$ cat config.mk
export PLATFORM = sky130hd
export DESIGN_NAME = simon_sequencer
export DESIGN_NICKNAME = d
export VERILOG_FILES = /design/src/rtl/simon_sequencer.sv
export SDC_FILE = /design/constraint.sdc
export NUM_CORES = 1
export LEC_CHECK = 0
export CORE_MARGIN = 2
export CORE_UTILIZATION = 35
export CTS_CLUSTER_DIAMETER = 60
export DETAILED_ROUTE_END_ITERATION = 8
export GPL_TIMING_DRIVEN = 0
export PLACE_DENSITY = 0.54
export SETUP_SLACK_MARGIN = 0.05
export SYNTH_ARGS = -nofsm -noshare
export SYNTH_HDL_FRONTEND = slang
export SYNTH_SLANG_ARGS = --single-unit
$ cat constraint.sdc
create_clock -name clk -period 8.6 [get_ports clk]
set_clock_uncertainty 0.05 [all_clocks]
set_input_delay 0.86 -clock clk [delete_from_list [all_inputs] [get_ports clk]]
set_output_delay 0.86 -clock clk [all_outputs]
set_load 0.1 [all_outputs]
$ cat src/rtl/simon_sequencer.sv
// Simon-style colour sequence store: appends random 2-bit steps, plays them back over a
// valid/ready channel and checks player button presses against the stored sequence.
module simon_sequencer #(
  parameter int unsigned MAX_LEN = 32,
  parameter int unsigned LW      = $clog2(MAX_LEN + 1)
) (
  input  logic          clk,
  input  logic          rst_n,
  input  logic [31:0]   rand_in,
  output logic          lfsr_step,
  input  logic          clear,
  input  logic          append,
  input  logic          play_start,
  input  logic          check_start,
  output logic          out_valid,
  output logic [1:0]    out_color,
  input  logic          out_ready,
  input  logic          in_valid,
  input  logic [1:0]    in_color,
  output logic [LW-1:0] len,
  output logic          full,
  output logic          busy,
  output logic          result_ok,
  output logic          result_fail
);

  localparam int unsigned IW = $clog2(MAX_LEN);

  typedef enum logic [1:0] {
    StIdle,
    StPlay,
    StCheck
  } state_e;

  state_e               state_q, state_d;
  logic [LW-1:0]        len_q, len_d;
  logic [LW-1:0]        idx_q, idx_d;
  logic                 ok_q, ok_d;
  logic                 fail_q, fail_d;
  logic [2*MAX_LEN-1:0] store_q;

  logic                 wr_en;
  logic [IW-1:0]        rd_ptr;
  logic [IW-1:0]        wr_ptr;
  logic [1:0]           cur_step;
  logic                 last_idx;
  logic                 unused_rand;

  // Only the two LSBs of the upstream LFSR state pick the colour.
  assign unused_rand = ^rand_in[31:2];

  assign full     = (len_q == LW'(MAX_LEN));
  assign rd_ptr   = idx_q[IW-1:0];
  assign wr_ptr   = len_q[IW-1:0];
  assign cur_step = store_q[{rd_ptr, 1'b0} +: 2];
  assign last_idx = (idx_q == len_q - 1'b1);

  // Highest-priority active command in IDLE decides; a blocked append must not step the LFSR.
  assign wr_en = (state_q == StIdle) && !clear && append && !full;

  always_comb begin
    state_d = state_q;
    len_d   = len_q;
    idx_d   = idx_q;
    ok_d    = 1'b0;
    fail_d  = 1'b0;

    if (clear) begin
      state_d = StIdle;
      len_d   = '0;
      idx_d   = '0;
    end else begin
      unique case (state_q)
        StIdle: begin
          if (append) begin
            if (!full) begin
              len_d = len_q + 1'b1;
            end
          end else if (play_start) begin
            if (len_q != '0) begin
              idx_d   = '0;
              state_d = StPlay;
            end
          end else if (check_start) begin
            if (len_q != '0) begin
              idx_d   = '0;
              state_d = StCheck;
            end
          end
        end

        StPlay: begin
          if (out_ready) begin
            if (last_idx) begin
              state_d = StIdle;
            end else begin
              idx_d = idx_q + 1'b1;
            end
          end
        end

        StCheck: begin
          if (in_valid) begin
            if (in_color != cur_step) begin
              fail_d  = 1'b1;
              state_d = StIdle;
            end else if (last_idx) begin
              ok_d    = 1'b1;
              state_d = StIdle;
            end else begin
              idx_d = idx_q + 1'b1;
            end
          end
        end

        default: begin
          state_d = StIdle;
        end
      endcase
    end
  end

  always_ff @(posedge clk or negedge rst_n) begin
    if (!rst_n) begin
      state_q <= StIdle;
      len_q   <= '0;
      idx_q   <= '0;
      ok_q    <= 1'b0;
      fail_q  <= 1'b0;
    end else begin
      state_q <= state_d;
      len_q   <= len_d;
      idx_q   <= idx_d;
      ok_q    <= ok_d;
      fail_q  <= fail_d;
    end
  end

  // Store is never reset: reads are confined to indices below len.
  always_ff @(posedge clk) begin
    if (wr_en) begin
      store_q[{wr_ptr, 1'b0} +: 2] <= rand_in[1:0];
    end
  end

  assign lfsr_step   = rst_n & wr_en;
  assign out_valid   = (state_q == StPlay);
  assign out_color   = out_valid ? cur_step : 2'b00;
  assign busy        = (state_q != StIdle);
  assign len         = len_q;
  assign result_ok   = ok_q;
  assign result_fail = fail_q;

endmodule
==> impl_metrics.env, run 1 <==
export IMPL_drcViolationCount=0
export IMPL_irDropWorstVdd_v=0.000174
export IMPL_async_flop_share=0.200
export IMPL_path_clk_slew_ps=70
export IMPL_antenna_found_initial=0
export IMPL_max_freq_mhz=186
export IMPL_grt_util_met1=0.252
export IMPL_synthesis_area_mm2=0.00452
export IMPL_crit_buf_inv=4
export IMPL_start_kind="flop"
export IMPL_netlist_instances=430
export IMPL_pre_cts_slack_ps=3630
export IMPL_synth_warnings=0
export IMPL_crit_chain="clkbuf_1 > inv_1 > ha_1 > buf_2 > nor4b_1 > and2_1 > nor3_1 > and2_1 > clkdlybuf4s50_1"
export IMPL_rsz0062_at_grt="no"
export IMPL_postCtsSetupBuffers=0
export IMPL_cts_buffers=9
export IMPL_grt_busiest_layer="met2"
export IMPL_hpwl_mm=9.06
export IMPL_final_cell_mix="nor2_1 (120), edfxtp_1 (64), nand2_1 (41), clkdlybuf4s50_1 (25)"
export IMPL_ctsLongestPathBuffers=2
export IMPL_drt_initial_drc_count=271
export IMPL_layout_commonest_cell="nor2_1"
export IMPL_setup_viol=0
export IMPL_fp_dieH_um=118
export IMPL_critPathKind="flop to output port"
export IMPL_insertion_delay_ps=350
export IMPL_synth_xor_area_frac=0.0442
export IMPL_rows=41
export IMPL_slowest_stage="clkdlybuf4s50_1"
export IMPL_drv_slew=0
export IMPL_clkSinkCount=80
export IMPL_synthSimpleGateAreaFrac=0.224
export IMPL_start_util=0.359
export IMPL_cp_max_fo=10
export IMPL_avgRoutedWirePerCell_um=18.6
export IMPL_via_per_inst=5.27
export IMPL_slowest_delay_ps=1130
export IMPL_synth_adder_area_share=0.0277
export IMPL_synth_fp_nets=482
export IMPL_fin_ws_ps=3220
export IMPL_finalNetCount=518
export IMPL_fin_tns_setup_ps=0
export IMPL_cp_arrival_ps=4470
export IMPL_num_antenna_cells=0
export IMPL_crit_top_cell="and2_1"
export IMPL_synthFlopType="edfxtp_1"
export IMPL_firstDrtPassIters=5
export IMPL_core_area_mm2=0.0126
export IMPL_worst_slew_pin_slew_ps=987
export IMPL_fin_crit_sh=0.626
export IMPL_numPortBuffers=25
export IMPL_yosysUniqueCellTypes=51
export IMPL_finalNonFillerCells=643
export IMPL_dpl_cell_area_mm2=0.00499
export IMPL_fin_area_mm2=0.00532
export IMPL_yosysSeqAreaShare=0.513
export IMPL_required_ps=7690
export IMPL_dp_cells=627
export IMPL_drive_above_1_share=0.125
export IMPL_met2_usage=0.280
export IMPL_cp_end_kind="output port"
export IMPL_gp_congestion=0.860
export IMPL_routed_wl_mm=12.0
export IMPL_synth_top_family_by_area="simple AND/OR/NAND/NOR gates"
export IMPL_ctsResizeCount=0
export IMPL_htree_num_levels=3
export IMPL_finalHoldViolations=0
export IMPL_ant_nets=0
export IMPL_area_growth_pct=17.6
export IMPL_timing_slew_headroom=0.340
export IMPL_grt_use_total=0.179
export IMPL_grt_overflow_total=0
export IMPL_period_minus_slack_ps=5380
export IMPL_vias=3387
export IMPL_root_buffer="clkbuf_16"
export IMPL_grt_pass1_wl_mm=19.0
export IMPL_avgSynthCellArea_um2=10.5
export IMPL_die_area_mm2=0.0139
export IMPL_hold_buffers=0
export IMPL_hold_class="flop to flop"
export IMPL_p_leak_nw=1.73
export IMPL_use_met3=0.0417
export IMPL_grt_pass1_vias=3384
export IMPL_synth_compound_area_frac=0.0733
export IMPL_grt_max_degree=18
export IMPL_num_io_pins=56
export IMPL_status="finished, final reports clean"
export IMPL_whs_ps=530
export IMPL_die_width_um=118
export IMPL_maxCapViolCount=0
export IMPL_cts_tree="done"
export IMPL_critPathTopFamily="buffers and inverters"
export IMPL_ys_seq_elements=80
export IMPL_synth_edf_count=64
export IMPL_p_per_area_mw_per_mm2=289
export IMPL_synthMuxAreaShare=0.0796
[worst min-delay path: cells and delay by family, from the launching register on]
kind           cells  cell delay [ps]
AO/OA/AOI/OAI      2              150
flip-flops         1              400
[synthesized netlist by cell type (2+ instances only)]
library cell | count | share of area
nor2_1 | 120 | 0.10
edfxtp_1 | 64 | 0.42
nand2_1 | 41 | 0.034
dfrtp_1 | 16 | 0.088
mux2_2 | 16 | 0.040
clkbuf_1 | 13 | 0.011
o221ai_1 | 13 | 0.025
inv_1 | 11 | 0.0091
ha_1 | 10 | 0.028
mux4_2 | 8 | 0.040
nand3_1 | 8 | 0.0088
xor2_1 | 8 | 0.015
nand2b_1 | 7 | 0.0097
nor3_1 | 7 | 0.0077
xnor2_1 | 7 | 0.014
and2_1 | 6 | 0.0083
nand4_1 | 6 | 0.0083
o21ai_0 | 5 | 0.0055
a21oi_1 | 4 | 0.0044
and3_1 | 4 | 0.0055
buf_2 | 4 | 0.0044
buf_6 | 4 | 0.010
nor2b_1 | 4 | 0.0055
a21o_1 | 3 | 0.0050
a31o_2 | 3 | 0.0058
clkbuf_2 | 3 | 0.0033
nor4_1 | 3 | 0.0041
a22oi_1 | 2 | 0.0033
a41oi_1 | 2 | 0.0039
nand4b_1 | 2 | 0.0039
nor3b_1 | 2 | 0.0033
o21a_1 | 2 | 0.0033
o32ai_1 | 2 | 0.0039
or4_1 | 2 | 0.0033
xnor3_1 | 2 | 0.010
[layer usage]
layer	wire, um	part of all wire
met1	5660	0.47
met2	5650	0.47
met3	515	0.043
met4	151	0.013
met5	0	0
[report_power, final]
| group | leakage [nW] | switching, mW | total [mW] | internal [mW] |
|---|---|---|---|---|
| logic | 0.799 | 0.457 | 0.659 | 0.202 |
| registers | 0.767 | 0.0198 | 0.451 | 0.431 |
| clock network | 0.161 | 0.170 | 0.428 | 0.258 |
[layout make-up]
cell class | count | area [um^2]
buffer | 24 | 129
sequential | 80 | 2320
tap | 172 | 215
multi-input combinational | 315 | 2030
timing repair buffer | 25 | 250
inverter | 11 | 41.3
clock inverter | 7 | 104
clock buffer | 9 | 225
fill | 1255 | 7300
[flip-flops by register name, indices dropped and copies added, names as in the netlist]
name / count
len: 6
result_ok: 1
idx_q: 6
result_fail: 1
store_q: 64
state_q: 2
[logic make-up after synthesis]
family                     count (synthesis)
xor gates and xnor gates                  18
adders and majority gates                 10
AOI/OAI and AO/OA                         42
muxes                                     24
and+or+nand+nor                          221
DFF                                       80
buffers and inverters                     35
[final timing paths]
| check | startpoint | endpoint | slack, ps | cells past startpoint |
|---|---|---|---|---|
| worst max-delay path | len[0] | lfsr_step | 3220 | 9 |
| worst min-delay path | state_q[1] | state_q[1] | 530 | 2 |
| worst max register to register | len[0] | store_q[45] | 4790 | 10 |
| worst min register to register | state_q[1] | state_q[1] | 530 | 2 |
| max in group asynchronous | rst_n | len[2] | 7070 | 1 |
| min in group asynchronous | rst_n | state_q[1] | 930 | 1 |
[metrics by stage]
stage	power, mW	utilization
after detailed placement	1.11	0.395
after CTS	1.54	0.421
after floorplan	0.937	-
after global routing	1.62	0.421
final	1.54	0.421
after global placement	1.11	0.395
No activity file was read; power rests on OpenSTA's default activity.
==> run 2, diff against run 1 <==
- PLACE_DENSITY: 0.54 -> 0.56
- clock period: 8.6 -> 4.95 ns (I/O delays scaled with it)
==> run 2 against run 1 <==
Effect of this change: cell count shrank 0.16%; count of clock-buffer cells in the layout stayed put; design area down 0.14%; flip-flop and latch count stayed put; clock power grew 68%; wire length is 2.5% lower; utilization shrank 0.060 points; setup slack worse by 2700 ps; critical path depth did not move.
==> impl_metrics.env, run 2 (same netlist as run 1, synthesis figures left out) <==
export IMPL_period_minus_slack_ps=4460
export IMPL_maxCapViolCount=0
export IMPL_avgRoutedWirePerCell_um=18.2
export IMPL_ctsLongestPathBuffers=2
export IMPL_area_growth_pct=17.4
export IMPL_insertion_delay_ps=340
export IMPL_start_util=0.359
export IMPL_start_kind="flop"
export IMPL_crit_top_cell="and2_1"
export IMPL_ant_nets=0
export IMPL_p_comb_frac=0.431
export IMPL_hpwl_mm=8.92
export IMPL_required_ps=4410
export IMPL_fillerInstances=1261
export IMPL_p_sw_mw=1.10
export IMPL_slowest_delay_ps=740
export IMPL_grt_overflow_total=0
export IMPL_num_antenna_cells=0
export IMPL_setup_viol=0
export IMPL_rsz0062_at_grt="no"
export IMPL_utilization=0.421
export IMPL_fp_dieH_um=118
export IMPL_grt_pass1_wl_mm=18.6
export IMPL_cp_end_kind="output port"
export IMPL_die_area_mm2=0.0139
export IMPL_htree_num_levels=3
export IMPL_fin_ws_ps=495
export IMPL_p_leak_nw=1.73
export IMPL_via_per_inst=5.26
export IMPL_root_buffer="clkbuf_16"
export IMPL_sw_frac_of_total=0.416
export IMPL_top_register="store_q"
export IMPL_largest_register_ffs=64
export IMPL_fin_crit_sh=0.900
export IMPL_timing_slew_headroom=0.335
export IMPL_gp_congestion=0.878
export IMPL_grt_max_degree=18
export IMPL_vias=3379
export IMPL_cp_arrival_ps=3910
export IMPL_drive_above_1_share=0.126
export IMPL_cts_tree="done"
export IMPL_p_per_area_mw_per_mm2=497
export IMPL_dp_cells=627
export IMPL_rows=41
export IMPL_drt_initial_drc_count=163
export IMPL_postCtsSetupBuffers=0
export IMPL_cts_buffers=9
export IMPL_path_clk_slew_ps=60
export IMPL_die_width_um=118
export IMPL_p_clk_frac=0.272
export IMPL_num_io_pins=56
export IMPL_numPortBuffers=25
export IMPL_fin_tns_setup_ps=0
export IMPL_finalHoldViolations=0
export IMPL_layout_commonest_cell="nor2_1"
export IMPL_drcViolationCount=0
export IMPL_antenna_found_initial=0
export IMPL_routed_wl_mm=11.7
export IMPL_slowest_stage="dlymetal6s2s_1"
export IMPL_grt_use_total=0.176
export IMPL_drv_slew=0
export IMPL_firstDrtPassIters=5
export IMPL_worst_slew_pin_slew_ps=994
export IMPL_cp_max_fo=10
export IMPL_critPathKind="flop to output port"
export IMPL_crit_chain="clkbuf_1 > inv_1 > ha_1 > buf_2 > nor4b_1 > and2_1 > nor3_1 > and2_1 > dlymetal6s2s_1"
export IMPL_clkSinkCount=80
export IMPL_core_area_mm2=0.0126
export IMPL_finalNetCount=518
export IMPL_finalNonFillerCells=642
export IMPL_max_freq_mhz=224
export IMPL_seqPwrFrac=0.297
export IMPL_grt_pass1_vias=3355
export IMPL_pre_cts_slack_ps=441
export IMPL_hold_class="flop to flop"
export IMPL_status="finished, final reports clean"
export IMPL_p_int_mw=1.54
export IMPL_irDropWorstVdd_v=0.000338
export IMPL_final_cell_mix="nor2_1 (120), edfxtp_1 (64), nand2_1 (41), clkdlybuf4s50_1 (24)"
## run 2: timing repair
action / CTS / global route
endpoints found under the hold margin: 0 / 0
setup endpoints to repair: 0 / 1
gates resized for setup: 0 / 1
hold buffers: 0 / 0
## run 2: power by group through the flow
stage	sequential (mW)	clock [mW]	combinational, mW
after global routing	0.787	0.758	1.23
after detailed placement	0.797	0	1.12
after CTS	0.783	0.732	1.13
after floorplan	0.836	0	0.792
after global placement	0.798	0	1.12
final	0.784	0.719	1.14
## run 2: cell type report
class / count / area, um^2 / area share
sequential: 80 / 2320 / 0.437
multi-input combinational: 315 / 2030 / 0.383
clock inverter: 6 / 93.8 / 0.0177
buffer: 24 / 129 / 0.0243
timing repair buffer: 25 / 253 / 0.0476
inverter: 11 / 41.3 / 0.00777
tap: 172 / 215 / 0.0405
clock buffer: 9 / 225 / 0.0424
## run 2: metal layers
metal | share of wire | GRT usage
met2 | 0.46 | 0.269
met3 | 0.051 | 0.0504
met5 | 0 | 0
met4 | 0.018 | 0.0542
met1 | 0.47 | 0.243
## run 2: final timing paths
kind                             from         end  slack, ps  depth (start not counted)
max                            len[0]   lfsr_step        490                          9
min                        state_q[1]  state_q[1]        540                          2
max reg2reg                    len[0]    idx_q[0]       1290                         11
min reg2reg                state_q[1]  state_q[1]        540                          2
max in group asynchronous       rst_n    idx_q[2]       3760                          1
min in group asynchronous       rst_n  state_q[1]        580                          1
## run 2: metrics by stage
step           power, mW  hold slack, ps  area, um^2
3_5_place_dp        1.92             525        4990
4_1_cts             2.64             537        5310
5_1_grt             2.77             584        5310
2_1_floorplan       1.63             149        4520
3_3_place_gp        1.92             518        4990
6_report            2.64             544        5310
## run 2: critical path: cells and delay by family, from the launching register on
family | cells | cell delay [ps]
flops | 1 | 570
simple gates | 4 | 1220
fa+ha+maj | 1 | 230
buf+inv | 4 | 1520
==> edit: new RTL, flow settings as in run 2 <==
Re-encode `state_e` (3 states) as one-hot, 3 bits wide.
--- a/src/rtl/simon_sequencer.sv
+++ b/src/rtl/simon_sequencer.sv
@@ -28,6 +28,6 @@
 
-  typedef enum logic [1:0] {
-    StIdle,
-    StPlay,
-    StCheck
+  typedef enum logic [2:0] {
+    StIdle  = 3'b001,
+    StPlay  = 3'b010,
+    StCheck = 3'b100
   } state_e;
Behaviour: same outputs for any inputs over 4 cycles, from zero or initial values and one cycle with rst_n low; so few cycles prove little.
==> edit against run 2 <==
Final area down 1.6%. Count of clock-buffer cells in the layout unchanged. Area after synthesis down 2.3%. Critical path depth up 1. Final cell count down 5.5%. Sequential cell count up 1. Routed wire length down 3.1%. Setup slack better by 0.13 ns.
Power is not compared: it rests on default switching activity, and its combinational part moved more than twofold at a synthesized area within 25%.
==> edit: results (changes against run 2) <==
hold depth=1 (-1); drt initial violations=199 (+22%); grt met2 use=0.288 (+0.0195); hpwl dp=8600 um (-3.7%); Distinct cells, synth=54 (+5.9%); fill count=1209 (-4.1%); Register Area=2350 um^2 (+1.1%); syn nets=443 (-8.1%); multi-input logic area=1940 um^2 (-4.7%); multi-input logic cell count=281 (-11%); largest net degree at the start of global routing=19 (+1); fin nets=478 (-7.7%); Metal-1 WL=5040 um (-7.8%); Worst R2R Setup Slack=1.21 ns (-0.08 ns); M3 GR Usage=0.0400 (-0.0104); GRT Overall Usage=0.180 (+0.00441); slew margin rel.=0.283 (-0.0527); Adder-Cell Fraction of Synth Area=0.0170 (-0.0107); post-synthesis mux area share=0.117 (+0.0378); vias in the first global route=3143 (-6.3%); GPL Wtd Cong=0.899 (+2.4%); Async S/R FF share, synth=0.210 (+0.00988); status=complete, no violations; Detail Route met2 WL=5400 um (about the same); IO buf count=24 (-4.0%); first-pass GRT wire length=17600 um (-5.4%); Synth Area in Compound Gates=0.0467 (-0.0266); Worst Reg-to-Reg Cells=10 (-1); sequential cell count=81 (+1.3%); clock network area share=0.0658 (+0.00573); Global Route met1 Usage=0.237 (-0.00542); post-detailed-route wirelength per cell=18.6 um (+2.5%); Met3 Wirelength=590 um (-1.7%); dpl ws=0.577 ns (+0.136 ns); Signal buffers=46 (-6.1%); via count=3158 (-6.5%)
## edit: worst paths after layout
check                                  endpoint            startpoint
setup reg to reg           idx_q[5]$_DFFE_PN0P_    len[0]$_DFFE_PN0P_
max in group asynchronous  idx_q[3]$_DFFE_PN0P_                 rst_n
hold / removal             idx_q[5]$_DFFE_PN0P_  idx_q[5]$_DFFE_PN0P_
hold reg to reg            idx_q[5]$_DFFE_PN0P_  idx_q[5]$_DFFE_PN0P_
setup / recovery                      lfsr_step    len[0]$_DFFE_PN0P_
min in group asynchronous    len[1]$_DFFE_PN0P_                 rst_n
## edit: stage by stage
step / utilization / std cells / cell area, um^2 / hold slack [ns] / power [mW]
global route: 0.419 / 607 / 5230 / 0.518 / 1.85
CTS: 0.419 / 607 / 5230 / 0.476 / 1.80
finish: 0.419 / 607 / 5230 / 0.468 / 1.79
global placement: 0.391 / 591 / 4880 / 0.465 / 1.03
floorplan: - / 395 / 4420 / 0.149 / 0.951
detailed placement: 0.392 / 591 / 4880 / 0.459 / 1.04
